## src/rtl/load_store_unit_if.sv

```systemverilog
// Request/response handshake bundle between execute stage and the load/store unit.
//   req_*  : execute -> LSU request (valid/ready), with store data and access size
//   resp_* : LSU -> write-back response (valid/ready), with load data and error flag
// master modport is the execute/write-back side; slave modport is the LSU.
interface load_store_unit_if;
  logic        req_valid;
  logic        req_ready;
  logic        req_we;
  logic [1:0]  req_size;
  logic        req_signed;
  logic [31:0] req_addr;
  logic [31:0] req_wdata;
  logic        resp_valid;
  logic        resp_ready;
  logic [31:0] resp_data;
  logic        resp_err;

  modport master (
    output req_valid, req_we, req_size, req_signed, req_addr, req_wdata, resp_ready,
    input  req_ready, resp_valid, resp_data, resp_err
  );

  modport slave (
    input  req_valid, req_we, req_size, req_signed, req_addr, req_wdata, resp_ready,
    output req_ready, resp_valid, resp_data, resp_err
  );
endinterface

```

## src/rtl/load_store_unit.sv

```systemverilog
// Load/store sequencer in front of a word-addressed synchronous data memory.
// Byte/half stores are done as read-modify-write; loads are lane-selected and
// sign/zero-extended. Misaligned or reserved-size requests answer with an error
// and never touch memory.
// Ports:
//   clk, rst_n       : clock, asynchronous active-low reset
//   bus (slave)      : request/response handshakes (load_store_unit_if)
//   mem_address      : word index, zero-extended req_addr[ADDR_BITS+1:2]
//   mem_write_data   : full word to write
//   mem_to_reg       : 1 = read, 0 = write (memory writes on every edge while low)
//   mem_read_data    : memory read data, valid the cycle after a read edge
// Build option: LSU_BOUNDS_CHECK_EN flags requests with nonzero address bits
// above the memory range as errors; otherwise those bits alias.
module load_store_unit #(
  parameter int unsigned ADDR_BITS = 8
) (
  input  logic                  clk,
  input  logic                  rst_n,
  load_store_unit_if.slave      bus,
  output logic [31:0]           mem_address,
  output logic [31:0]           mem_write_data,
  output logic                  mem_to_reg,
  input  logic [31:0]           mem_read_data
);
  localparam int unsigned DW = 32;
  localparam int unsigned AW = 32;

  typedef enum logic [2:0] {
    S_IDLE, S_RD, S_CAP, S_MERGE, S_WR, S_RESP
  } state_t;

  state_t          r_state, w_state;
  logic            r_we, w_we;
  logic [1:0]      r_size, w_size;
  logic            r_signed, w_signed;
  logic [1:0]      r_lane, w_lane;
  logic [15:0]     r_wdata, w_wdata;
  logic [AW-1:0]   r_mem_address, w_mem_address;
  logic [DW-1:0]   r_mem_write_data, w_mem_write_data;
  logic            r_mem_to_reg, w_mem_to_reg;
  logic            r_req_ready, w_req_ready;
  logic            r_resp_valid, w_resp_valid;
  logic [DW-1:0]   r_resp_data, w_resp_data;
  logic            r_resp_err, w_resp_err;

  logic            w_accept;
  logic            w_oob;
  logic            w_err;
  logic [4:0]      w_byte_sh;
  logic [4:0]      w_half_sh;
  logic [DW-1:0]   w_rd_byte_sh;
  logic [DW-1:0]   w_rd_half_sh;
  logic [7:0]      w_byte;
  logic [15:0]     w_half;
  logic [DW-1:0]   w_load_ext;
  logic [DW-1:0]   w_merge_mask;
  logic [DW-1:0]   w_merge_val;
  logic [DW-1:0]   w_merged;

  assign w_accept = bus.req_valid && r_req_ready;

`ifdef LSU_BOUNDS_CHECK_EN
  assign w_oob = |bus.req_addr[AW-1:ADDR_BITS+2];
`else
  logic w_unused_addr;
  assign w_oob         = 1'b0;
  assign w_unused_addr = ^bus.req_addr[AW-1:ADDR_BITS+2];
`endif

  // Request legality, evaluated against the live request at accept
  assign w_err = (bus.req_size == 2'b11)
              || (bus.req_size == 2'b01 && bus.req_addr[0])
              || (bus.req_size == 2'b10 && bus.req_addr[1:0] != 2'b00)
              || w_oob;

  // Little-endian lane select and extension of the word just read
  assign w_byte_sh    = {r_lane, 3'b000};
  assign w_half_sh    = {r_lane[1], 4'b0000};
  assign w_rd_byte_sh = mem_read_data >> w_byte_sh;
  assign w_rd_half_sh = mem_read_data >> w_half_sh;
  assign w_byte       = w_rd_byte_sh[7:0];
  assign w_half       = w_rd_half_sh[15:0];

  always_comb begin
    w_load_ext = mem_read_data;
    case (r_size)
      2'b00:   w_load_ext = r_signed ? {{24{w_byte[7]}}, w_byte} : DW'(w_byte);
      2'b01:   w_load_ext = r_signed ? {{16{w_half[15]}}, w_half} : DW'(w_half);
      default: w_load_ext = mem_read_data;
    endcase
  end

  // Replace the target lane of the old word with the captured store data
  always_comb begin
    w_merge_mask = DW'(16'hFFFF) << w_half_sh;
    w_merge_val  = DW'(r_wdata) << w_half_sh;
    if (r_size == 2'b00) begin
      w_merge_mask = DW'(8'hFF) << w_byte_sh;
      w_merge_val  = DW'(r_wdata[7:0]) << w_byte_sh;
    end
    w_merged = (mem_read_data & ~w_merge_mask) | (w_merge_val & w_merge_mask);
  end

  // Next-state and next-register values
  always_comb begin
    w_state          = r_state;
    w_we             = r_we;
    w_size           = r_size;
    w_signed         = r_signed;
    w_lane           = r_lane;
    w_wdata          = r_wdata;
    w_mem_address    = r_mem_address;
    w_mem_write_data = r_mem_write_data;
    w_resp_data      = r_resp_data;
    w_resp_err       = r_resp_err;

    case (r_state)
      S_IDLE: begin
        if (w_accept) begin
          w_we          = bus.req_we;
          w_size        = bus.req_size;
          w_signed      = bus.req_signed;
          w_lane        = bus.req_addr[1:0];
          w_wdata       = bus.req_wdata[15:0];
          w_mem_address = AW'(bus.req_addr[ADDR_BITS+1:2]);
          w_resp_data   = '0;
          w_resp_err    = w_err;
          if (w_err) begin
            w_state = S_RESP;
          end else if (bus.req_we && bus.req_size == 2'b10) begin
            w_state          = S_WR;
            w_mem_write_data = bus.req_wdata;
          end else begin
            w_state = S_RD;
          end
        end
      end
      S_RD:    w_state = r_we ? S_MERGE : S_CAP;
      S_CAP: begin
        w_resp_data = w_load_ext;
        w_state     = S_RESP;
      end
      S_MERGE: begin
        w_mem_write_data = w_merged;
        w_state          = S_WR;
      end
      S_WR:    w_state = S_RESP;
      S_RESP:  if (bus.resp_ready) w_state = S_IDLE;
      default: w_state = S_IDLE;
    endcase

    // Handshake and memory strobes are registered copies of the next state
    w_req_ready  = (w_state == S_IDLE);
    w_resp_valid = (w_state == S_RESP);
    w_mem_to_reg = (w_state != S_WR);
  end

  // State register; reset forces mem_to_reg high immediately to abort a write
  always_ff @(posedge clk or negedge rst_n) begin
    if (!rst_n) begin
      r_state          <= S_IDLE;
      r_we             <= 1'b0;
      r_size           <= 2'b00;
      r_signed         <= 1'b0;
      r_lane           <= 2'b00;
      r_wdata          <= '0;
      r_mem_address    <= '0;
      r_mem_write_data <= '0;
      r_mem_to_reg     <= 1'b1;
      r_req_ready      <= 1'b1;
      r_resp_valid     <= 1'b0;
      r_resp_data      <= '0;
      r_resp_err       <= 1'b0;
    end else begin
      r_state          <= w_state;
      r_we             <= w_we;
      r_size           <= w_size;
      r_signed         <= w_signed;
      r_lane           <= w_lane;
      r_wdata          <= w_wdata;
      r_mem_address    <= w_mem_address;
      r_mem_write_data <= w_mem_write_data;
      r_mem_to_reg     <= w_mem_to_reg;
      r_req_ready      <= w_req_ready;
      r_resp_valid     <= w_resp_valid;
      r_resp_data      <= w_resp_data;
      r_resp_err       <= w_resp_err;
    end
  end

  assign bus.req_ready  = r_req_ready;
  assign bus.resp_valid = r_resp_valid;
  assign bus.resp_data  = r_resp_data;
  assign bus.resp_err   = r_resp_err;
  assign mem_address    = r_mem_address;
  assign mem_write_data = r_mem_write_data;
  assign mem_to_reg     = r_mem_to_reg;
endmodule

```

## src/flat_wrapper.sv

```systemverilog
// flat-port wrapper written by rule: the top's interface ports become plain ports
module load_store_unit_flat 
#(
  parameter int unsigned ADDR_BITS = 8
)
  (clk, rst_n, mem_address, mem_write_data, mem_to_reg, mem_read_data, bus_req_valid, bus_req_we, bus_req_size, bus_req_signed, bus_req_addr, bus_req_wdata, bus_resp_ready, bus_req_ready, bus_resp_valid, bus_resp_data, bus_resp_err);
  load_store_unit_if bus_i ();
  input  logic clk;
  input  logic rst_n;
  output logic [31:0] mem_address;
  output logic [31:0] mem_write_data;
  output logic mem_to_reg;
  input  logic [31:0] mem_read_data;
  input wire logic [$bits(bus_i.req_valid)-1:0] bus_req_valid;
  input wire logic [$bits(bus_i.req_we)-1:0] bus_req_we;
  input wire logic [$bits(bus_i.req_size)-1:0] bus_req_size;
  input wire logic [$bits(bus_i.req_signed)-1:0] bus_req_signed;
  input wire logic [$bits(bus_i.req_addr)-1:0] bus_req_addr;
  input wire logic [$bits(bus_i.req_wdata)-1:0] bus_req_wdata;
  input wire logic [$bits(bus_i.resp_ready)-1:0] bus_resp_ready;
  output wire logic [$bits(bus_i.req_ready)-1:0] bus_req_ready;
  output wire logic [$bits(bus_i.resp_valid)-1:0] bus_resp_valid;
  output wire logic [$bits(bus_i.resp_data)-1:0] bus_resp_data;
  output wire logic [$bits(bus_i.resp_err)-1:0] bus_resp_err;
  assign bus_i.req_valid = bus_req_valid;
  assign bus_i.req_we = bus_req_we;
  assign bus_i.req_size = bus_req_size;
  assign bus_i.req_signed = bus_req_signed;
  assign bus_i.req_addr = bus_req_addr;
  assign bus_i.req_wdata = bus_req_wdata;
  assign bus_i.resp_ready = bus_resp_ready;
  assign bus_req_ready = bus_i.req_ready;
  assign bus_resp_valid = bus_i.resp_valid;
  assign bus_resp_data = bus_i.resp_data;
  assign bus_resp_err = bus_i.resp_err;
  load_store_unit #(.ADDR_BITS(ADDR_BITS)) u_core (.clk(clk), .rst_n(rst_n), .bus(bus_i), .mem_address(mem_address), .mem_write_data(mem_write_data), .mem_to_reg(mem_to_reg), .mem_read_data(mem_read_data));
endmodule
```

## config.mk

```make
export PLATFORM = sky130hd
export DESIGN_NAME = load_store_unit_flat
export DESIGN_NICKNAME = d
export VERILOG_FILES = /design/src/rtl/load_store_unit_if.sv /design/src/rtl/load_store_unit.sv /design/src/flat_wrapper.sv
export SDC_FILE = /design/constraint.sdc
export NUM_CORES = 1
export LEC_CHECK = 0
export CORE_AREA = 2 2 119 121
export CTS_CLUSTER_DIAMETER = 120
export DETAILED_ROUTE_END_ITERATION = 6
export DIE_AREA = 0 0 121 123
export GPL_TIMING_DRIVEN = 0
export PLACE_DENSITY_LB_ADDON = 0.3
export SKIP_CTS_REPAIR_TIMING = 1
export SYNTH_ARGS = -nofsm -noshare
export SYNTH_HDL_FRONTEND = slang
export SYNTH_SLANG_ARGS = --single-unit
export TNS_END_PERCENT = 10
```

## constraint.sdc

```tcl
create_clock -name clk -period 2.2 [get_ports clk]
set_clock_uncertainty 0.2 [all_clocks]
set_input_delay 0.22 -clock clk [delete_from_list [all_inputs] [get_ports clk]]
set_output_delay 0.22 -clock clk [all_outputs]
set_load 0.01 [all_outputs]
```

== After elaboration in Yosys (flattened, before gate mapping) ==
Index checks and enable logic that the tools add are counted.

* Register bits after elaboration: 101
* Input bits: 104
* Output and inout port bits: 100
* Logic and storage cells: 70

* Eq/ne operators: 14
* Shift-type cells: 6
* Multiplexer cells: 17
* Bitwise logic cells: 4
* Reductions and logical operators: 16

{| class="wikitable"
|+ Operator list
! cell !! count
|-
| 32-bit 2-to-1 mux || 8
|-
| 32-bit one-hot mux with 2 select lines || 3
|-
| 32-bit AND || 2
|-
| 32-bit NOT || 1
|-
| 32-bit OR || 1
|-
| 16-bit by 5-bit << shifter with 32-bit output || 1
|-
| 16-bit by 5-bit << shifter with 32-bit output, first input constant || 1
|-
| 8-bit by 5-bit << shifter with 32-bit output || 1
|-
| 8-bit by 5-bit << shifter with 32-bit output, first input constant || 1
|-
| 32-bit by 5-bit right shift with 16-bit output || 1
|-
| 32-bit by 5-bit right shift with 8-bit output || 1
|-
| 3-bit one-hot mux with 5 select lines || 1
|-
| 3-bit 2-to-1 mux || 4
|-
| 3-bit equality test, second input constant || 3
|-
| 3-bit by 2-bit equality test with 1-bit output, second input constant || 2
|-
| 3-bit zero test || 2
|-
| 2-bit nonzero test || 3
|-
| 2-bit by 1-bit equality test with 1-bit output, second input constant || 2
|-
| 2-bit equality test, second input constant || 2
|-
| 1-bit logical AND || 4
|-
| 2-bit by 1-bit != test with 1-bit output, second input constant || 2
|-
| 2-bit AND reduction || 2
|-
| 4-bit AND reduction || 1
|-
| 3-bit by 1-bit equality test with 1-bit output, second input constant || 1
|-
| other kinds (6) || 7
|}

== Longest topological paths before layout ==
* Depth after elaboration: 8
* Mapped depth: 7

== Least setup slack after synthesis ==
No wires, ideal clock.

* Kind: flip-flop to flip-flop
* From: register u_core.r_lane[1]
* To: register u_core.r_resp_data[21], in the netlist u_core.bus.resp_data[21]
* Setup time: 0.127 ns
* Arrival: 1.749 ns
* Path slack: 0.125 ns
* Stages on the path, launching flop included: 7
* Buffers on the path: 2
* Path through: dfrtp_1 > clkbuf_1 > mux2_2 > a2bb2oi_2 > a2111oi_4 > buf_6 > a221o_2

* Word-level cells in the longest chain between the ends: 4

{| class="wikitable"
|+ Ends and longest elaborated chain
! item !! line !! text
|-
| start, declared || load_store_unit.sv:36 || <nowiki>logic [1:0] r_lane, w_lane;</nowiki>
|-
| start signal, assigned || load_store_unit.sv:179 || <nowiki>r_lane <= w_lane;</nowiki>
|-
| 32-bit by 5-bit right shift with 16-bit output or 32-bit by 5-bit right shift with 8-bit output (tied branches) || load_store_unit.sv:80, load_store_unit.sv:79 ||
|-
| 32-bit 2-to-1 mux (on tied branches) || load_store_unit.sv:88, load_store_unit.sv:87 ||
|-
| 32-bit one-hot mux with 2 select lines * || load_store_unit.sv:86 || <nowiki>case (r_size)</nowiki>
|-
| 32-bit one-hot mux with 2 select lines * || load_store_unit.sv:117 || <nowiki>case (r_state)</nowiki>
|-
| end signal, assigned || load_store_unit.sv:186 || <nowiki>r_resp_data <= w_resp_data;</nowiki>
|-
| end, declared || load_store_unit.sv:43 || <nowiki>logic [DW-1:0] r_resp_data, w_resp_data;</nowiki>
|}

Every way passes the cells marked *; elsewhere a longest branch is shown, timed or not.
A chain may end at the register's enable or synchronous reset.

== Worst setup path after layout ==
* From: input bus_req_size[1]
* To: register u_core.r_mem_write_data[16], in the netlist u_core.mem_write_data[16]

* Word-level cells in the longest chain between the ends: 6

{| class="wikitable"
|+ Ends and longest elaborated chain
! item !! line !! text
|-
| start, declared || flat_wrapper.sv:16 || <nowiki>input wire logic [$bits(bus_i.req_size)-1:0] bus_req_size;</nowiki>
|-
| 2-bit by 1-bit equality test with 1-bit output || load_store_unit.sv:72 || <nowiki>|| (bus.req_size == 2'b01 && bus.req_addr[0])</nowiki>
|-
| 1-bit logical AND || load_store_unit.sv:72 ||
|-
| 1-bit logical OR || load_store_unit.sv:72 ||
|-
| 1-bit logical OR || load_store_unit.sv:73 || <nowiki>|| (bus.req_size == 2'b10 && bus.req_addr[1:0] != 2'b00)</nowiki>
|-
| 2-bit != test (no source line) || - ||
|-
| 4-bit AND reduction (no source line) * || - ||
|-
| end signal, assigned || load_store_unit.sv:182 || <nowiki>r_mem_write_data <= w_mem_write_data;</nowiki>
|-
| end, declared || load_store_unit.sv:39 || <nowiki>logic [DW-1:0] r_mem_write_data, w_mem_write_data;</nowiki>
|}

Marked as above.

==> impl_metrics.py <==
metrics = {
    "power_and_ir_drop": {
        "combPwrFrac_pct": 51.8,
        "p_leak_nw": 3.48,
        "p_total_w": 0.0106,
        "p_seq_share_pct": 31.4,
        "ir_worst_vdd_v": 0.000598,
        "swShare_pct": 39.5,
        "switchingPower_w": 0.00419,
        "p_int_w": 0.00641,
        "pwr-share-clk_pct": 16.9,
        "power.density_nw_per_um2": 1350,
    },
    "setup_path": {
        "crit_chain": "clkdlybuf4s50_1 > nand2_1 > or4_4 > o21ai_2 > clkbuf_1 > o221ai_1",
        "crit_fanout": 10,
        "cp-start-kind": "input port",
        "rr_endpoint": "u_core.bus.resp_data[30]",
        "worstPathRequired_ns": 2.20,
        "timing.rr.start": "u_core.r_state[1]",
        "cpPeakStageDelay_ns": 0.55,
        "worst_setup_path_end_kind": "register",
        "arrival_ns": 2.25,
        "r2r_cells": 5,
        "ff2ff_setup_slack_ns": -0.02,
        "worst-setup-path-type": "in -> reg",
        "crit_slowest_cell": "clkdlybuf4s50_1",
    },
    "min_path": {
        "hold_path.class": "in -> async",
    },
    "cts": {
        "clk_pin_slew_ns": 0.07,
        "htreeDepth": 3,
        "cts_tree": "done",
        "clock-sinks": 101,
        "cts_buffers": 9,
        "cts-root-buf": "clkbuf_16",
        "clk_latency_ns": 0.35,
        "clock_path_buffers": 2,
    },
    "detailed_routing": {
        "via_per_inst": 5.68,
        "antenna_left": 0,
        "drc": 0,
        "drt_iter0_markers": 484,
        "routed_wl_um": 19500,
        "vias": 5533,
        "drt-pass1-iter-count": 5,
        "wire_per_inst_um": 20.0,
    },
    "logic_synthesis": {
        "syn-cell-area_um2": 5470,
        "ys_ff_latch": 101,
        "synthDistinctLibCells": 55,
        "synthCells": 592,
        "synth-xor-area-share_pct": 0,
        "synth_compound_area_share_pct": 22.7,
        "dominantRegCellSynth": "dfrtp_1",
        "synth_fa_ha_area_share_pct": 0,
        "synthMuxAreaShare_pct": 5.56,
        "ys_warn_count": 0,
        "synthSimpleGateAreaFrac_pct": 16.2,
        "yosysSeqAreaShare_pct": 46.3,
        "synth_area_per_cell_um2": 9.23,
        "async_flop_share_pct": 100,
        "synth_edf_count": 0,
        "synth_top_family_by_area": "compound AO/OA/AOI/OAI gates",
    },
    "grt": {
        "grt.total_usage_pct": 25.7,
        "grt_pass1_wl_um": 28800,
        "grt_pass1_vias": 5120,
        "grt_max_degree": 64,
        "gr-total-overflow": 0,
        "antenna_found_initial": 0,
    },
    "cells_and_area": {
        "multi_input_area_um2": 2580,
        "layout.cells.non_filler": 974,
        "seq_area_um2": 2530,
        "nets": 893,
        "diodes": 0,
        "final_common_cell": "clkdlybuf4s50_1",
        "syn_to_final_growth_pct": 43.7,
        "n_fill_cell": 1168,
        "layout_common_cells": "clkdlybuf4s50_1, nand2_1, dfrtp_1, inv_1, buf_4",
        "drive_gt1_share_pct": 14.4,
    },
    "timing": {
        "rsz0062_at_grt": "true",
        "maxSlewViolCount": 0,
        "setup_viol": 14,
        "fmax_ghz": 0.445,
        "finalCritPeriodShare_pct": 102,
        "maxSlewHeadroom_pct": 59.9,
        "holdWs_ns": 0.188,
        "fin_crit_ns": 2.25,
        "hold_viol_final": 0,
        "max_slew.worst_pin.slew_ns": 0.602,
        "setup_ws_ns": -0.0490,
    },
    "floorplan": {
        "die_w_um": 121,
        "die_area_um2": 14900,
        "ioPinCount": 204,
        "core_um2": 13600,
        "die_h_um": 123,
        "rows": 43,
        "start_util_pct": 40.2,
    },
    "placed_design": {
        "place.port_buffers": 157,
        "hpwl_um": 14900,
        "place_inst": 953,
        "place.gp.congestion": 0.915,
    },
    "outcome": {
        "violations": "negative setup slack",
        "outcome": "complete, but fails checks",
    },
    "run": {
        "drv_cap": 0,
    },
}
[worst max-delay path by stage]
stage                       from  cells after the start  slack [ns]                         to
3_3_place_gp               rst_n                      1       -3.03  u_core.mem_write_data[16]
5_1_grt        u_core.r_state[1]                      5       -0.14   u_core.bus.resp_data[29]
2_1_floorplan   u_core.r_lane[1]                      6        0.12   u_core.bus.resp_data[21]
6_report         bus_req_size[1]                      6       -0.05  u_core.mem_write_data[16]
4_1_cts        u_core.r_state[0]                      6       -0.58   u_core.mem_write_data[3]
3_5_place_dp     bus_req_size[1]                      6       -0.69  u_core.mem_write_data[31]
[worst max-delay path, delay by kind of cell]
family	cells	cell delay [ns]
buffers and inverters	2	0.97
AOI/OAI and AO/OA	2	0.43
and+or+nand+nor	2	0.62
[logic make-up after synthesis]
kind of cell    after synthesis
flops                       101
buf+inv                     106
mux                          25
compound gates              167
simple gates                192
other cells                   1
[cell usage after synthesis (13+ instances only)]
library cell / n / area [um^2]
a21oi_1: 21 / 105
mux2i_1: 18 / 180
inv_1: 31 / 116
nand3_1: 23 / 115
buf_4: 25 / 188
dfrtp_1: 99 / 2480
a211oi_1: 13 / 97.6
o221ai_1: 29 / 254
nor2_1: 15 / 56.3
nand2_1: 116 / 435
a31oi_1: 22 / 138
o21ai_0: 33 / 165
clkbuf_1: 38 / 143
[final cells by class]
type | count | area share [%]
clock inverters | 6 | 1.19
inverters | 31 | 1.48
flip-flops and latches | 101 | 32.2
plain buffers | 73 | 5.30
repair buffers | 165 | 21.0
clock buffers | 10 | 3.04
well taps | 180 | 2.87
multi-input cells | 408 | 32.8
[power by group through the flow]
stage | clock, W | sequential, W | combinational [W]
floorplan | 0 | 0.00346 | 0.00268
global placement | 0 | 0.00329 | 0.00516
detailed placement | 0 | 0.00330 | 0.00528
CTS | 0.00179 | 0.00328 | 0.00531
global route | 0.00187 | 0.00341 | 0.00592
finish | 0.00179 | 0.00332 | 0.00549
[metrics by stage]
step / cell area (um^2) / setup TNS [ns] / util, % / setup WS (ns)
detailed placement: 7370 / -27.38 / 54.2 / -0.694
global placement: 7350 / -328.13 / 54.0 / -3.03
finish: 7860 / -0.366 / 57.7 / -0.0490
floorplan: 5550 / 0 / - / 0.125
global route: 7860 / -3.53 / 57.7 / -0.135
CTS: 7710 / -22.63 / 56.6 / -0.579
[metal layers]
layer	routed length [um]	up-vias	track usage, %
met5	0	-	0
met4	535	0	8.65
met3	1760	34	3.87
met2	8860	330	40.7
met1	8350	2675	36.1
li1	-	2494	-
Note: power is estimated with default switching activity, not from simulation.
